### config.mk
export PLATFORM = sky130hd
export DESIGN_NAME = logic_gate_unit
export DESIGN_NICKNAME = d
export VERILOG_FILES = /design/src/rtl/logic_gate_unit.sv
export SDC_FILE = /design/constraint.sdc
export NUM_CORES = 1
export LEC_CHECK = 0
export CAP_MARGIN = 20
export CORE_MARGIN = 2
export CORE_UTILIZATION = 49
export CTS_CLUSTER_SIZE = 10
export DETAILED_ROUTE_END_ITERATION = 10
export PLACE_DENSITY_LB_ADDON = 0.15
export SYNTH_ARGS = -nofsm -noshare
export SYNTH_HDL_FRONTEND = slang
export SYNTH_SLANG_ARGS = --single-unit
### constraint.sdc
create_clock -name clk -period 2.79 [get_ports clk]
set_input_delay 0.558 -clock clk [delete_from_list [all_inputs] [get_ports clk]]
set_output_delay 0.558 -clock clk [all_outputs]
set_load 0.05 [all_outputs]
### src/rtl/logic_gate_unit.sv
// logic_gate_unit: registered bitwise gate unit with valid/ready handshake and packet fold mode
//   clk, rst_n                  clock, asynchronous active-low reset
//   in_valid/in_ready/in_last   input beat handshake, packet end marker
//   op, acc_mode, A, B          gate select, accumulate enable, operands
//   out_valid/out_ready         result handshake
//   Y, out_count                result, beats folded into it
//   out_zero, out_ones          Y all zeros / all ones
module logic_gate_unit #(
    parameter int WIDTH = 8,
    parameter int CNT_W = 4
) (
    input  logic             clk,
    input  logic             rst_n,
    input  logic             in_valid,
    output logic             in_ready,
    input  logic             in_last,
    input  logic [2:0]       op,
    input  logic             acc_mode,
    input  logic [WIDTH-1:0] A,
    input  logic [WIDTH-1:0] B,
    output logic             out_valid,
    input  logic             out_ready,
    output logic [WIDTH-1:0] Y,
    output logic [CNT_W-1:0] out_count,
    output logic             out_zero,
    output logic             out_ones
);
    typedef enum logic {IDLE, PKT} state_t;
    state_t state, state_nx;
    logic [WIDTH-1:0] acc, g, gx, gy;
    logic [CNT_W-1:0] cnt, cnt_nx;
    logic [2:0] op_l, g_op;
    logic accept, emit, in_pkt;

    function automatic logic [WIDTH-1:0] gate(input logic [WIDTH-1:0] x, input logic [WIDTH-1:0] y, input logic [2:0] o);
        case (o)
            3'd0: gate = x & y;
            3'd1: gate = x | y;
            3'd2: gate = ~x;
            3'd3: gate = ~(x & y);
            3'd4: gate = ~(x | y);
            3'd5: gate = x ^ y;
            3'd6: gate = ~(x ^ y);
            default: gate = x;
        endcase
    endfunction

    assign in_ready = !out_valid || out_ready;
    assign accept = in_valid && in_ready;
    assign in_pkt = state == PKT;

    // Mid-packet the accumulator takes the place of A and A the place of B.
    always_comb begin
        gx = in_pkt ? acc : A;
        gy = in_pkt ? A : B;
        g_op = in_pkt ? op_l : op;
        g = gate(gx, gy, g_op);
        cnt_nx = !in_pkt ? CNT_W'(1) : (&cnt ? cnt : cnt + CNT_W'(1));
        emit = accept && (in_pkt ? in_last : (!acc_mode || in_last));
        state_nx = !accept ? state : (in_pkt ? (in_last ? IDLE : PKT) : ((acc_mode && !in_last) ? PKT : IDLE));
    end

    always_ff @(posedge clk or negedge rst_n)
        if (!rst_n) state <= IDLE;
        else state <= state_nx;

    always_ff @(posedge clk or negedge rst_n) begin
        if (!rst_n) begin
            acc <= '0;
            cnt <= '0;
            op_l <= '0;
            out_valid <= 1'b0;
            Y <= '0;
            out_count <= '0;
            out_zero <= 1'b0;
            out_ones <= 1'b0;
        end else begin
            if (accept) begin
                acc <= g;
                cnt <= cnt_nx;
                if (!in_pkt) op_l <= op;
            end
            if (emit) begin
                out_valid <= 1'b1;
                Y <= g;
                out_count <= cnt_nx;
                out_zero <= g == '0;
                out_ones <= &g;
            end else if (out_ready) begin
                out_valid <= 1'b0;
            end
        end
    end
endmodule

# [Word level (Yosys, flattened, before mapping)]
# Index checks and enable logic that the tools add are counted.
[classes] addsub=1 n_eq_ne=6 muxes=12 n_bitwise=7 n_reduce_logical=13
[op_table] operator="$pmux 8 s7" count=1
[op_table] operator="$not 8->8" count=4
[op_table] operator="$mux 8" count=2
[op_table] operator="$eq 3x3->1 const B" count=3
[op_table] operator="$and 8x8->8" count=1
[op_table] operator="$logic_not 8->1" count=1
[op_table] operator="$mux 4" count=2
[op_table] operator="$or 8x8->8" count=1
[op_table] operator="$reduce_and 8->1" count=1
[op_table] operator="$xor 8x8->8" count=1
[op_table] operator="$eq 3x2->1 const B" count=2
[op_table] operator="$mux 1" count=6
[op_table] operator="$add 4x1->4 const B" count=1
[op_table] operator="$reduce_and 4->1" count=1
[op_table] operator="$eq 3x1->1 const B" count=1
[op_table] operator="$logic_and 1x1->1" count=3
[op_table] operator="$logic_not 1->1" count=3
[op_table] operator="$logic_not 3->1" count=1
[op_table] operator="$mux 3" count=1
[op_table] operator="$logic_or 1x1->1" count=2
[op_table] operator="$reduce_bool 2->1" count=1
[word_totals] register_bits=31 input_bits=25 out_inout_bits=16 wordCells=48

# [Logic depth before layout (Yosys ltp)]
[depth] depth_word=5 depth_mapped=12 depth_no_buf=9

# [Worst setup path before layout]
# Ideal clock, no wire load.
[synth_path] path_kind="reg-to-reg" startpoint="reg state (netlist: in_pkt)" endpoint="reg out_zero" setup_ns=0.092 arrival_time_ns=3.007 t_required_ns=2.698 path_slack_ns=-0.309 path_stages_with_launch=12 n_path_buf=4 period_less_slack_ns=3.099 cell_sequence="dfrtp_1 > buf_6 > buf_4 > buf_1 > clkbuf_1 > mux2i_1 > ha_1 > mux2i_1 > o211ai_1 > a32o_1 > or4_1 > o31ai_2"
[synth_via] elab_chain_cells=5 word_cells_on_any_way=21
[synth_lines] element="from (decl)" line_no="29" rtl="state_t state, state_nx;"
[synth_lines] element="from (signal assigned)" line_no="65" rtl="else state <= state_nx;"
[synth_lines] element="$mux 8, on equally long branches" line_no="54, 55"
[synth_lines] element="$xor 8x8->8, or another cell as far along" line_no="42, 43"
[synth_lines] element="$not 8->8, on equally long branches" line_no="43, 40, 41"
[synth_lines] element="$pmux 8 s7" line_no="36" rtl="case (o)"
[synth_lines] element="$logic_not 8->1" line_no="87" rtl="out_zero <= g == '0;"
[synth_lines] element="to (signal assigned)" line_no="75" rtl="out_zero <= 1'b0;"
[synth_lines] element="to (signal assigned)" line_no="87"
[synth_lines] element="to (decl)" line_no="25" rtl="output logic out_zero,"
# Parallel ways exist; a longest one is shown, timed or not.
# A chain may end at the register's enable or synchronous reset.

# [Worst setup path in the final report]
# Same ends and word-level chain as after synthesis.

==> run metrics <==
TritonCTS clock tree yes; CP Max Fanout 23; Syn. warnings 0; Avg Vias per Cell 5.52; total gr overflow 0; ys flop type dfrtp_1; TritonRoute pass-1 iters 4; WL met3 263 um; Crit path arrival time 2.71 ns; Final Hold Viols 0; # port buffers 40; vias in the first global route 2,110; Slew headroom 59.2%; Reg area 776 um^2; Placer Congestion 0.804; largest net degree at the start of global routing 32; Hold/Removal Path Class flop to flop; overall routed net length 5700 um; syn_nets 322; # Post-CTS Setup Buffers 0; max-slew violation count 0; R2R depth 8; hold depth 2; Boundary Pins 41; Worst-path clk slew 0.07 ns; CTS buffer count 5; asr flop ratio synth 100%; Die H 74.7 um; routed wire length on met2 2580 um; Avg Synthesized Cell Area 8.75 um^2; max cap viols 0; Max VDD drop 815 uV; crit end category flop; ANT nets after route 0; share of post-route cells with drive strength above 1 14.5%; Rows 25; highest metal used met4; hold buffers post-CTS 0; DR iter-0 viols 124; RSZ-0062 raised after global routing false; Clk Latency, worst-skew pair 0.27 ns; cells after synthesis 280; CP Data Required Time 2.98 ns; Core ar. 0.00479 mm^2; Setup CP Type flop to flop; post-layout util 65.5%; fillcell total 389; PD cells 927 mW/mm^2; power after layout 2.91 mW; routed via count 2,241; final net count 380; area of the multi-input gates 0.00152 mm^2; startpoint types flop; CTS HTree Levels 2; Leak 1.45 nW; Tcrit/Tclk final 90.4%; Tmin final 2.52 ns; clk_skew 0.00416 ns; Die Wd 74.7 um; die area 0.00558 mm^2; sequential fraction of the synthesis area 31.7%; Slew @ Worst Pin 0.610 ns; CTS Root Cell clkbuf_8; Synth cell types 50; fin area 0.00314 mm^2; Cell Area, Placed 0.00305 mm^2; hpwl dp 4300 um; setup ws final 0.269 ns; dpl ws 0.0314 ns; initial core utilization 51.2%; #FFs+latches synth 31; post-DR wirelength/cell 14.0 um; antenna cell count 0; DRC viols 0; GRT Overall Usage 22.1%; cell area after synthesis 0.00245 mm^2; clock sinks 31; Final Setup Violations 0; synth-to-layout area growth 28.0%; initial antenna violation count 0; first-pass GRT wire length 9620 um; status finished clean; M1 wire length 2820 um; Fmax 397 MHz; number of synthesized flops with an enable pin 0; CTS max path bufs 2; Setup TNS Final 0 ns
## kinds of logic after synthesis
logic type	count (synthesis)	synth area share, %
buffers and inverters	36	6.54
adders and majority gates	17	8.68
DFF	31	31.7
and+or+nand+nor	70	12.7
xor gates and xnor gates	1	0.358
muxes	39	17.3
AOI/OAI and AO/OA	86	22.7
## path summary, 6_finish.rpt
path / from / to / slack (ns)
worst max-delay path: in_pkt / out_zero / 0.27
worst max register to register: in_pkt / out_zero / 0.27
worst min-delay path: Y[0] / Y[0] / 0.48
max in group asynchronous: rst_n / out_count[0] / 1.80
min in group asynchronous: rst_n / acc[1] / 0.68
worst min register to register: Y[0] / Y[0] / 0.48
## metal layers
metal  track usage (%)  up-vias
met5                 0        -
met4              4.37        0
met3              4.02        6
met2              36.4       60
met1              30.7     1039
li1                  -     1136
## report_power, final
| group | switching, mW | internal [mW] | total, mW |
|---|---|---|---|
| Sequential | 0.127 | 0.621 | 0.748 |
| Combinational | 1.05 | 0.774 | 1.82 |
| Clock | 0.166 | 0.170 | 0.336 |
| Total | 1.34 | 1.57 | 2.91 |
## stage by stage
stage,instances,hold slack [ns]
after floorplan,280,0.262
after global placement,398,0.465
after detailed placement,398,0.469
after CTS,406,0.484
after global routing,406,0.512
final,406,0.478
## layout by cell type (no fill, tap or decap), drive strengths merged, types with 9 or more instances in the layout
cell type / synthesis / routed
buf: 9 / 28
dfrtp: 31 / 31
clkdlybuf4s50: 0 / 39
mux2i: 31 / 31
o21ai: 35 / 35
nand2: 43 / 43
nor2: 9 / 9
a21oi: 10 / 10
ha: 17 / 17
o211ai: 10 / 10
inv: 20 / 20
## cells in the mapped netlist, types with 2 or more instances
| cell type | number | area [um^2] |
|---|---|---|
| nand3_1 | 5 | 25.0 |
| clkbuf_1 | 7 | 26.3 |
| nor3b_1 | 4 | 30.0 |
| ha_1 | 17 | 213 |
| a211oi_1 | 8 | 60.1 |
| mux2_2 | 6 | 67.6 |
| mux2i_2 | 2 | 27.5 |
| a22oi_1 | 2 | 15.0 |
| nor2_1 | 9 | 33.8 |
| buf_2 | 5 | 25.0 |
| o21ai_0 | 34 | 170 |
| a21oi_1 | 10 | 50.1 |
| o2bb2ai_1 | 4 | 35.0 |
| a32oi_1 | 2 | 17.5 |
| a32o_1 | 2 | 20.0 |
| dfrtp_1 | 31 | 776 |
| buf_6 | 2 | 22.5 |
| mux2i_1 | 28 | 280 |
| o211ai_1 | 10 | 75.1 |
| inv_1 | 19 | 71.3 |
| o22ai_1 | 2 | 12.5 |
| nand2_1 | 43 | 161 |
## worst max-delay path: stages, from the launching register on
cell,delay (ns)
dfrtp_1,0.34
buf_4,0.34
mux2i_4,0.35
buf_4,0.23
mux2i_1,0.20
o211ai_1,0.10
a32oi_1,0.42
nand4_1,0.19
o31ai_2,0.24
## sequential cells by signal, indices dropped and copies added (netlist names)
signal     flops
Y              8
in_pkt         1
out_valid      1
out_count      4
out_ones       1
out_zero       1
cnt            4
op_l           3
acc            8
## area by class of cell
type                            instances  share of cell area [%]
Clock inverter                          3                   0.479
Clock buffer                            5                    2.19
Timing Repair Buffer                   67                    19.1
Sequential cell                        31                    24.7
Tap cell                               67                    2.67
Inverter                               20                    2.39
Multi-Input combinational cell        213                    48.4
## timing repair
action | CTS | global route
gates resized for setup | 0 | 1
setup endpoints to repair | 0 | 1
hold endpoints to repair | 0 | 0
Note: power is estimated with default switching activity, not from simulation.
